## src/rtl/i2c_pkg.sv

```systemverilog
// Shared definitions for the multi-bus I2C core: mode encodings, mode FSM states,
// status bit positions and the request-qualification helper.
package i2c_pkg;

    localparam logic [1:0] MODE_OFF    = 2'b00;
    localparam logic [1:0] MODE_SLAVE  = 2'b01;
    localparam logic [1:0] MODE_MASTER = 2'b10;

    typedef enum logic [1:0] {
        S_OFF,
        S_RUN,
        S_WAIT,
        S_FLUSH
    } state_t;

    localparam int ST_MODE_LSB  = 0;
    localparam int ST_BUS_VALID = 2;
    localparam int ST_RX_EMPTY  = 3;
    localparam int ST_TX_FULL   = 4;
    localparam int ST_TX_UDF    = 5;
    localparam int ST_RX_OVF    = 6;
    localparam int ST_SWITCHING = 7;

    // 2'b11 and any out-of-range bus both collapse to off.
    function automatic logic [1:0] eff_mode(input logic [1:0] req, input logic bus_ok);
        return (bus_ok && (req == MODE_SLAVE || req == MODE_MASTER)) ? req : MODE_OFF;
    endfunction

endpackage

```

## src/rtl/i2c_sync_fifo.sv

```systemverilog
// Single-clock show-ahead FIFO; push/pop are self-guarded against full/empty,
// and a simultaneous push and pop on a full FIFO is accepted.
module i2c_sync_fifo #(
    parameter int DATA_W = 8,
    parameter int DEPTH  = 8,
    localparam int PW    = (DEPTH > 1) ? $clog2(DEPTH) : 1,
    localparam int CW    = $clog2(DEPTH + 1)
) (
    input  logic              clk,
    input  logic              rst,
    input  logic              push,
    input  logic [DATA_W-1:0] push_data,
    input  logic              pop,
    input  logic              flush,
    output logic              full,
    output logic              empty,
    output logic [CW-1:0]     count,
    output logic [DATA_W-1:0] head
);

    logic [DATA_W-1:0] mem [DEPTH];
    logic [PW-1:0]     wr_ptr;
    logic [PW-1:0]     rd_ptr;
    logic              do_push;
    logic              do_pop;

    assign full    = (count == CW'(DEPTH));
    assign empty   = (count == '0);
    assign do_pop  = pop & ~empty;
    assign do_push = push & (~full | do_pop);
    assign head    = mem[rd_ptr];

    always_ff @(posedge clk or posedge rst) begin
        if (rst) begin
            wr_ptr <= '0;
            rd_ptr <= '0;
            count  <= '0;
        end else if (flush) begin
            wr_ptr <= '0;
            rd_ptr <= '0;
            count  <= '0;
        end else begin
            if (do_push) wr_ptr <= wr_ptr + PW'(1);
            if (do_pop)  rd_ptr <= rd_ptr + PW'(1);
            count <= count + CW'(do_push) - CW'(do_pop);
        end
    end

    always_ff @(posedge clk) begin
        if (do_push && !flush) mem[wr_ptr] <= push_data;
    end

endmodule

```

## src/rtl/i2c_core_fifo.sv

```systemverilog
// Arbitrates one master and one slave I2C engine onto one of NUM_BUS pad pairs,
// switching only when both engines are idle and the target bus has been free.
module i2c_core_fifo
    import i2c_pkg::*;
#(
    parameter int DATA_W       = 8,
    parameter int FIFO_DEPTH   = 8,
    parameter int NUM_BUS      = 2,
    parameter int BUS_FREE_CYC = 16,
    localparam int BW          = (NUM_BUS > 1) ? $clog2(NUM_BUS) : 1
) (
    input  logic               clk,
    input  logic               rst,
    input  logic [1:0]         mode_req,
    input  logic [BW-1:0]      bus_sel,
    input  logic               tx_wr_en,
    input  logic [DATA_W-1:0]  tx_wr_data,
    output logic               tx_full,
    input  logic               rx_rd_en,
    output logic [DATA_W-1:0]  rx_rd_data,
    output logic               rx_empty,
    input  logic               status_clr,
    output logic [7:0]         status,
    output logic               m_en,
    output logic               s_en,
    input  logic               m_busy,
    input  logic               s_busy,
    output logic               eng_tx_valid,
    output logic [DATA_W-1:0]  eng_tx_data,
    input  logic               eng_tx_pop,
    input  logic               eng_rx_push,
    input  logic [DATA_W-1:0]  eng_rx_data,
    input  logic               m_sda_o,
    input  logic               m_scl_o,
    input  logic               s_sda_o,
    input  logic               s_scl_o,
    output logic               m_sda_i,
    output logic               m_scl_i,
    output logic               s_sda_i,
    output logic               s_scl_i,
    input  logic [NUM_BUS-1:0] sda_i,
    input  logic [NUM_BUS-1:0] scl_i,
    output logic [NUM_BUS-1:0] sda_o,
    output logic [NUM_BUS-1:0] scl_o
);

    localparam int FW = $clog2(BUS_FREE_CYC + 1);
    localparam int CW = $clog2(FIFO_DEPTH + 1);

    state_t        state;
    logic [1:0]    active_mode;
    logic [BW-1:0] active_bus;
    logic [FW-1:0] free_cnt;
    logic          bus_ok;
    logic          sel_idle;
    logic [1:0]    req_mode;
    logic          req_differs;
    logic          flush;
    logic          switching;
    logic          tx_udf;
    logic          rx_ovf;
    logic          tx_fifo_full;
    logic          tx_empty;
    logic          rx_full;
    logic [CW-1:0] tx_count;
    logic [CW-1:0] rx_count;

    // An out-of-range bus_sel reads as idle so a request to it can settle into off.
    always_comb begin
        bus_ok   = 1'b0;
        sel_idle = 1'b1;
        for (int b = 0; b < NUM_BUS; b++) begin
            if (BW'(b) == bus_sel) begin
                bus_ok   = 1'b1;
                sel_idle = scl_i[b] & sda_i[b];
            end
        end
    end

    assign req_mode    = eff_mode(mode_req, bus_ok);
    assign req_differs = (req_mode != active_mode) || (bus_sel != active_bus);
    assign flush       = (state == S_FLUSH);
    assign switching   = (state == S_WAIT) || (state == S_FLUSH);

    always_ff @(posedge clk or posedge rst) begin
        if (rst) begin
            free_cnt <= '0;
        end else if (!sel_idle) begin
            free_cnt <= '0;
        end else if (free_cnt != FW'(BUS_FREE_CYC)) begin
            free_cnt <= free_cnt + FW'(1);
        end
    end

    always_ff @(posedge clk or posedge rst) begin
        if (rst) begin
            state       <= S_OFF;
            active_mode <= MODE_OFF;
            active_bus  <= '0;
            m_en        <= 1'b0;
            s_en        <= 1'b0;
        end else begin
            case (state)
                S_OFF, S_RUN: begin
                    if (req_differs) state <= S_WAIT;
                end
                S_WAIT: begin
                    if (!req_differs)
                        state <= (active_mode == MODE_OFF) ? S_OFF : S_RUN;
                    else if (!m_busy && !s_busy && free_cnt == FW'(BUS_FREE_CYC))
                        state <= S_FLUSH;
                end
                S_FLUSH: begin
                    active_mode <= req_mode;
                    active_bus  <= bus_sel;
                    m_en        <= (req_mode == MODE_MASTER);
                    s_en        <= (req_mode == MODE_SLAVE);
                    state       <= (req_mode == MODE_OFF) ? S_OFF : S_RUN;
                end
                default: state <= S_OFF;
            endcase
        end
    end

    // Pad mux follows only the registered active_* so routing never glitches on requests.
    always_comb begin
        sda_o   = '1;
        scl_o   = '1;
        m_sda_i = 1'b1;
        m_scl_i = 1'b1;
        s_sda_i = 1'b1;
        s_scl_i = 1'b1;
        for (int b = 0; b < NUM_BUS; b++) begin
            if (BW'(b) == active_bus) begin
                if (active_mode == MODE_MASTER) begin
                    sda_o[b] = m_sda_o;
                    scl_o[b] = m_scl_o;
                    m_sda_i  = sda_i[b];
                    m_scl_i  = scl_i[b];
                end else if (active_mode == MODE_SLAVE) begin
                    sda_o[b] = s_sda_o;
                    scl_o[b] = s_scl_o;
                    s_sda_i  = sda_i[b];
                    s_scl_i  = scl_i[b];
                end
            end
        end
    end

    // Engine TX handshake: eng_tx_data is valid while eng_tx_valid is high and holds
    // until the engine pulses eng_tx_pop; a pop with valid low is an underflow.
    assign tx_full      = tx_fifo_full | switching;
    assign eng_tx_valid = ~tx_empty;

    i2c_sync_fifo #(.DATA_W(DATA_W), .DEPTH(FIFO_DEPTH)) u_tx_fifo (
        .clk       (clk),
        .rst       (rst),
        .push      (tx_wr_en & ~tx_full),
        .push_data (tx_wr_data),
        .pop       (eng_tx_pop),
        .flush     (flush),
        .full      (tx_fifo_full),
        .empty     (tx_empty),
        .count     (tx_count),
        .head      (eng_tx_data)
    );

    i2c_sync_fifo #(.DATA_W(DATA_W), .DEPTH(FIFO_DEPTH)) u_rx_fifo (
        .clk       (clk),
        .rst       (rst),
        .push      (eng_rx_push),
        .push_data (eng_rx_data),
        .pop       (rx_rd_en),
        .flush     (flush),
        .full      (rx_full),
        .empty     (rx_empty),
        .count     (rx_count),
        .head      (rx_rd_data)
    );

    always_ff @(posedge clk or posedge rst) begin
        if (rst) begin
            tx_udf <= 1'b0;
            rx_ovf <= 1'b0;
        end else if (flush) begin
            tx_udf <= 1'b0;
            rx_ovf <= 1'b0;
        end else begin
            if (eng_tx_pop && tx_empty)               tx_udf <= 1'b1;
            else if (status_clr)                      tx_udf <= 1'b0;
            if (eng_rx_push && rx_full && !rx_rd_en)  rx_ovf <= 1'b1;
            else if (status_clr)                      rx_ovf <= 1'b0;
        end
    end

    assign status = {switching, rx_ovf, tx_udf, tx_full, rx_empty,
                     (active_mode != MODE_OFF), active_mode};

    fifo_count_ok: assert property (@(posedge clk) disable iff (rst)
        (tx_count <= CW'(FIFO_DEPTH)) && (rx_count <= CW'(FIFO_DEPTH)) &&
        (tx_empty == (tx_count == '0)) && (rx_empty == (rx_count == '0)));

endmodule

```

## config.mk

```make
export PLATFORM = sky130hd
export DESIGN_NAME = i2c_core_fifo
export DESIGN_NICKNAME = d
export VERILOG_FILES = /design/src/rtl/i2c_pkg.sv /design/src/rtl/i2c_sync_fifo.sv /design/src/rtl/i2c_core_fifo.sv
export SDC_FILE = /design/constraint.sdc
export NUM_CORES = 1
export LEC_CHECK = 0
export CAP_MARGIN = 10
export CORE_MARGIN = 1
export CORE_UTILIZATION = 40
export DETAILED_ROUTE_END_ITERATION = 8
export PLACE_DENSITY = 0.68
export SLEW_MARGIN = 20
export SYNTH_ARGS = -nofsm -noshare
export SYNTH_HDL_FRONTEND = slang
export SYNTH_SLANG_ARGS = --single-unit
```

## constraint.sdc

```tcl
create_clock -name clk -period 6.4 [get_ports clk]
set_clock_uncertainty 0.15 [all_clocks]
set_input_delay 1.28 -clock clk [delete_from_list [all_inputs] [get_ports clk]]
set_output_delay 1.28 -clock clk [all_outputs]
set_load 0.01 [all_outputs]
```

==> results of run 1 <==
-- power by group through the flow --
stage	Sequential, uW	Clock [uW]	Combinational (uW)
6_report	1480	933	1130
5_1_grt	1510	989	1250
4_1_cts	1490	952	1150
3_5_place_dp	1510	0	1140
3_3_place_gp	1490	0	1100
2_1_floorplan	1360	0	865
-- layout by cell type (no fill, tap or decap), types with 3 or more instances in the layout --
cell type / netlist / layout
buf_4: 7 / 7
xor2_1: 5 / 5
clkbuf_16: 0 / 17
xnor2_1: 4 / 4
nor4_1: 3 / 3
nand3_1: 8 / 8
ha_1: 19 / 19
or3_1: 3 / 3
clkdlybuf4s50_1: 0 / 72
mux4_2: 16 / 16
mux4_1: 16 / 16
nor3_1: 5 / 5
nand2b_1: 13 / 13
dfrtp_1: 32 / 32
nand2_1: 72 / 72
o21ai_0: 7 / 7
clkinv_1: 2 / 6
nor2b_1: 6 / 6
mux2i_1: 7 / 7
a21oi_1: 13 / 13
clkinv_4: 0 / 3
and2_1: 5 / 5
nor2_1: 22 / 22
inv_1: 23 / 23
edfxtp_1: 128 / 128
-- registers in the layout (all words and copies together) (netlist names) --
signal and flops:
state 2, s_en 1, active_bus 1, u_rx_fifo.count 4, free_cnt 5, u_tx_fifo.rd_ptr 3
u_tx_fifo.count 4, u_tx_fifo.wr_ptr 3, u_rx_fifo.mem 64, tx_udf 1, u_rx_fifo.rd_ptr 3, m_en 1
rx_ovf 1, u_rx_fifo.wr_ptr 3, u_tx_fifo.mem 64
-- path summary, 6_finish.rpt --
check / end / slack [ns] / cells after the start
worst max register to register: u_rx_fifo.count[2] / 3.64 / 11
max in group asynchronous: u_tx_fifo.rd_ptr[0] / 4.68 / 3
worst min-delay path: rx_ovf / 0.39 / 2
worst min register to register: rx_ovf / 0.39 / 2
worst max-delay path: eng_tx_data[7] / 2.17 / 4
min in group asynchronous: free_cnt[3] / 1.11 / 3
-- metrics by stage --
step	hold WS [ns]	power [uW]	cell area (um^2)
finish	0.3887	3547	8521
global route	0.4342	3749	8521
CTS	0.3896	3586	8521
detailed placement	0.3729	2647	7975
global placement	0.3629	2590	7975
floorplan	0.3299	2229	7093
-- cell type report --
cell class | instances | area (um^2)
well taps | 225 | 281.5
flip-flops and latches | 160 | 4644
multi-input cells | 258 | 2182
repair buffers | 79 | 773.2
clock inverters | 13 | 112.6
fillers | 1443 | 8776
inverters | 25 | 93.84
clock buffers | 19 | 432.9
-- cells by family after synthesis --
kind of cell    Yosys count  share of synthesized area, %
compound gates           38                         3.528
xor+xnor                  9                         1.111
fa+ha+maj                21                         3.916
buf+inv                  48                         3.757
flops                   160                         65.48
mux                      39                         12.00
simple gates            151                         10.21
-- metal layers --
layer  up-vias  track usage (%)  wire length [um]
met5         -                0                 0
met4         0            6.554               220
met3        15            4.265               573
met2       102            27.44              6904
met1      2018            19.92              6052
li1       1886                -                 -
-- worst max-delay path, stage by stage (launching register included) --
cell,delay (ns)
dfrtp_1,1.04
mux4_1,0.67
nand2_1,0.08
nand2_1,0.09
clkdlybuf4s50_1,0.49
==> results.sh, run 1 <==
export IMPL_antenna_found_initial=0
export IMPL_ys_flop_type="edfxtp_1"
export IMPL_clkTransAtPathRegs_ns=0.06
export IMPL_startpoint="u_tx_fifo.rd_ptr[0]"
export IMPL_setup_violations=0
export IMPL_synth_largest_area_cell="edfxtp_1"
export IMPL_viasPerCell=5.162
export IMPL_dpl_worst_slack_ns=2.478
export IMPL_ys_seq_area_share_pct=65.48
export IMPL_die_h_um=135.2
export IMPL_min_from="rx_ovf"
export IMPL_hold_class="register to register"
export IMPL_min_period_ns=4.229
export IMPL_grt_first_pass_wirelength_um=21880
export IMPL_portBuffers=72
export IMPL_synth_cells=466
export IMPL_synth_top_area_share_pct=54.19
export IMPL_clock_tree_root_cell="clkbuf_16"
export IMPL_synth_fp_nets=523
export IMPL_startpoint_type="register"
export IMPL_numCtsBuffers=17
export IMPL_worstMarginPinSlew_ns=1.061
export IMPL_drive_gt1_share_pct=10.29
export IMPL_io_pins=73
export IMPL_nets=598
export IMPL_cts_hold_buffers=0
export IMPL_r2r_start="u_rx_fifo.count[2]"
export IMPL_ys_async_sr_fraction_pct=20.00
export IMPL_min_period_over_period_pct=66.08
export IMPL_clk_path_buf_depth=2
export IMPL_fin_cells=779
export IMPL_cts_resized=0
export IMPL_overflow=0
export IMPL_cp_arrival_ns=2.80
export IMPL_grt_pass1_vias=4264
export IMPL_fin_util_pct=49.26
export IMPL_grt_setup_unrepaired="no"
export IMPL_yosys_top_cells_count="128 x edfxtp_1, 72 x nand2_1, 32 x dfrtp_1"
export IMPL_dp_cells=747
export IMPL_cts_setup_buffers=0
export IMPL_wl_um=13750
export IMPL_postSynthAreaPerCell_um2=15.22
export IMPL_setup_ws_ns=2.171
export IMPL_maxSlewViolCount=0
export IMPL_area_growth_pct=20.13
export IMPL_synth_distinct_cells=50
export IMPL_die_area_mm2=0.01827
export IMPL_wl_per_cell_um=17.65
export IMPL_synth_most_common_cell="edfxtp_1"
export IMPL_gp_congestion=0.7438
export IMPL_cp_max_fo=19
export IMPL_finalHoldViolCount=0
export IMPL_leakage_uw=0.003155
export IMPL_seqPwrFrac_pct=41.7
export IMPL_max_cap_viol_count=0
export IMPL_p_int_uw=2441
export IMPL_sw_frac_of_total_pct=31.19
export IMPL_switching_power_uw=1106
export IMPL_grt_max_degree=33
export IMPL_crit_path_end_kind="primary output"
export IMPL_die_w_um=135.2
export IMPL_clock_power_share_pct=26.3
export IMPL_fp_coreArea_mm2=0.01730
export IMPL_vias=4021
export IMPL_status="finished clean"
export IMPL_synthTopCellsByArea="edfxtp_1 54%, dfrtp_1 11%, mux4_1 5.9%"
export IMPL_fin_setup_tns_ns=0
export IMPL_clock_sinks=160
export IMPL_dpl_hpwl_um=9057
export IMPL_first_pass_iters=4
export IMPL_start_util_pct=41.01
export IMPL_diodes=0
export IMPL_cts_tree="done"
export IMPL_antenna_left=0
export IMPL_irDropWorstVdd_mv=0.2598
export IMPL_htree_levels=4
export IMPL_drt_iter0_markers=239
export IMPL_clkLatencyLatePin_ns=0.43
export IMPL_rows=48
export IMPL_crit_type="register to primary output"
export IMPL_fmax_mhz=236.4
export IMPL_ys_seq_elements=160
export IMPL_crit_required_ns=4.97
export IMPL_p_comb_share_pct=31.9
export IMPL_relSlewSlack_pct=29.29
export IMPL_powerDensity_mw_per_mm2=416.2
export IMPL_grt_usage_pct=16.28
export IMPL_synth_edf_count=128
export IMPL_syn_area_mm2=0.007093
export IMPL_yosys_warnings=0
export IMPL_drc_errors=0
Power figures use the tool's default switching activity.
==> inputs of run 2 (changes only) <==
Clock period 6.4 ns to 4.2 ns, I/O delays scaled along.
==> run 2 against run 1 <==
Net effect: total power up 54%; largest power group unchanged; register-to-register slack got worse by 2.2 ns; worst hold slack worse by 0.016 ns; worst setup slack got worse by 1.7 ns; utilization grew 0.33 points.
==> results.sh, run 2 (synthesis gave the netlist of run 1 again) <==
export IMPL_clock_sinks=160
export IMPL_die_area_mm2=0.01827
export IMPL_grt_pass1_vias=4283
export IMPL_startpoint_type="register"
export IMPL_fmax_mhz=266.9
export IMPL_antenna_left=0
export IMPL_max_cap_viol_count=0
export IMPL_reg2regPathDepth=11
export IMPL_die_h_um=135.2
export IMPL_min_from="rx_ovf"
export IMPL_power_uw=5474
export IMPL_io_pins=73
export IMPL_nets=600
export IMPL_final_common_cell="edfxtp_1"
export IMPL_cts_resized=0
export IMPL_clkTransAtPathRegs_ns=0.06
export IMPL_clkLatencyLatePin_ns=0.42
export IMPL_antenna_found_initial=0
export IMPL_dpl_hpwl_um=8930
export IMPL_min_period_over_period_pct=89.20
export IMPL_drt_iter0_markers=226
export IMPL_crit_type="register to primary output"
export IMPL_wl_per_cell_um=17.36
export IMPL_mostFrequentLayoutCells="128 x edfxtp_1, 72 x nand2_1, 72 x clkdlybuf4s50_1"
export IMPL_reg2reg_slack_ns=1.45
export IMPL_fillCellCount=1475
export IMPL_place_area_mm2=0.007990
export IMPL_cts_setup_buffers=0
export IMPL_fin_setup_tns_ns=0
export IMPL_area_growth_pct=20.92
export IMPL_fin_hold_ws_ns=0.3732
export IMPL_irDropWorstVdd_mv=0.3364
export IMPL_diodes=0
export IMPL_rows=48
export IMPL_portBuffers=72
export IMPL_min_period_ns=3.746
export IMPL_relSlewSlack_pct=32.88
export IMPL_status="finished clean"
export IMPL_top_regs="u_rx_fifo.mem x64, u_tx_fifo.mem x64, free_cnt x5"
export IMPL_cts_hold_buffers=0
export IMPL_grt_usage_pct=16.29
export IMPL_viasPerCell=5.152
export IMPL_crit_required_ns=3.21
export IMPL_grt_use_met1_pct=19.80
export IMPL_fin_cells=781
export IMPL_die_w_um=135.2
export IMPL_first_pass_iters=4
export IMPL_grt_first_pass_wirelength_um=22160
export IMPL_grt_max_degree=26
export IMPL_grt_use_met2_pct=28.26
export IMPL_gp_congestion=0.7069
export IMPL_vias=4024
export IMPL_cp_max_fo=19
export IMPL_hold_path_end="rx_ovf"
export IMPL_setup_violations=0
export IMPL_grt_util_met3_pct=3.629
export IMPL_cts_tree="done"
export IMPL_hold_class="register to register"
export IMPL_r2r_start="u_rx_fifo.count[2]"
export IMPL_fp_coreArea_mm2=0.01730
export IMPL_dp_cells=749
export IMPL_powerDensity_mw_per_mm2=638.2
export IMPL_final_area_mm2=0.008577
export IMPL_grt_busiest_layer="met2"
export IMPL_cp_arrival_ns=2.76
export IMPL_htree_levels=4
export IMPL_worstHoldPathCells=2
export IMPL_overflow=0
export IMPL_drive_gt1_share_pct=11.51
export IMPL_clk_path_buf_depth=2
export IMPL_leakage_uw=0.003176
export IMPL_wl_um=13560
export IMPL_crit_path_end_kind="primary output"
export IMPL_worstMarginPinSlew_ns=1.007
export IMPL_finalHoldViolCount=0
export IMPL_grt_setup_unrepaired="no"
export IMPL_start_util_pct=41.01
export IMPL_clock_tree_root_cell="clkbuf_16"
export IMPL_drc_errors=0
export IMPL_timing_rr_end="u_rx_fifo.count[2]"
export IMPL_maxSlewViolCount=0
export IMPL_numCtsBuffers=17
==> run 2: area by class of cell <==
class / instances / area [um^2] / area share (%)
Multi-Input combinational cell: 258 / 2182 / 25.44
Timing Repair Buffer: 81 / 788.3 / 9.190
Tap cell: 225 / 281.5 / 3.282
Clock inverter: 14 / 156.4 / 1.823
Clock buffer: 18 / 429.2 / 5.004
Sequential cell: 160 / 4646 / 54.16
Inverter: 25 / 93.84 / 1.094
==> run 2: worst max-delay path: stages, from the launching register on <==
cell             delay, ns
dfrtp_1               1.00
mux4_1                0.66
nand2_1               0.09
nand2_1               0.09
clkdlybuf4s50_1       0.49
==> run 2: layer usage <==
metal / up-vias / routed length, um
li1: 1895 / -
met1: 2036 / 5771
met2: 85 / 7130
met3: 8 / 536
met4: 0 / 119
met5: - / 0
==> run 2: worst max-delay path by stage <==
stage / from / to / cells past startpoint
4_1_cts: u_tx_fifo.rd_ptr[0] / eng_tx_data[3] / 4
5_1_grt: u_tx_fifo.rd_ptr[0] / eng_tx_data[5] / 4
2_1_floorplan: u_rx_fifo.count[2] / u_rx_fifo.count[2] / 11
3_3_place_gp: u_tx_fifo.rd_ptr[0] / eng_tx_data[3] / 4
3_5_place_dp: u_tx_fifo.rd_ptr[0] / eng_tx_data[5] / 4
6_report: u_tx_fifo.rd_ptr[0] / eng_tx_data[3] / 4
==> run 2: power breakdown <==
part           internal [uW]  switching (uW)  leakage (uW)  total [uW]
registers               1950             306       0.00156        2250
clock network            884             627      0.000274        1510
logic                    958             752       0.00134        1710
total                   3790            1690       0.00318        5470
==> run 2: per-stage QoR <==
stage | worst slack, ns | util, %
2_1_floorplan | 1.654 | -
3_3_place_gp | 0.8965 | 46.20
3_5_place_dp | 0.8756 | 46.20
4_1_cts | 0.3693 | 49.58
5_1_grt | 0.2937 | 49.59
6_report | 0.4536 | 49.59
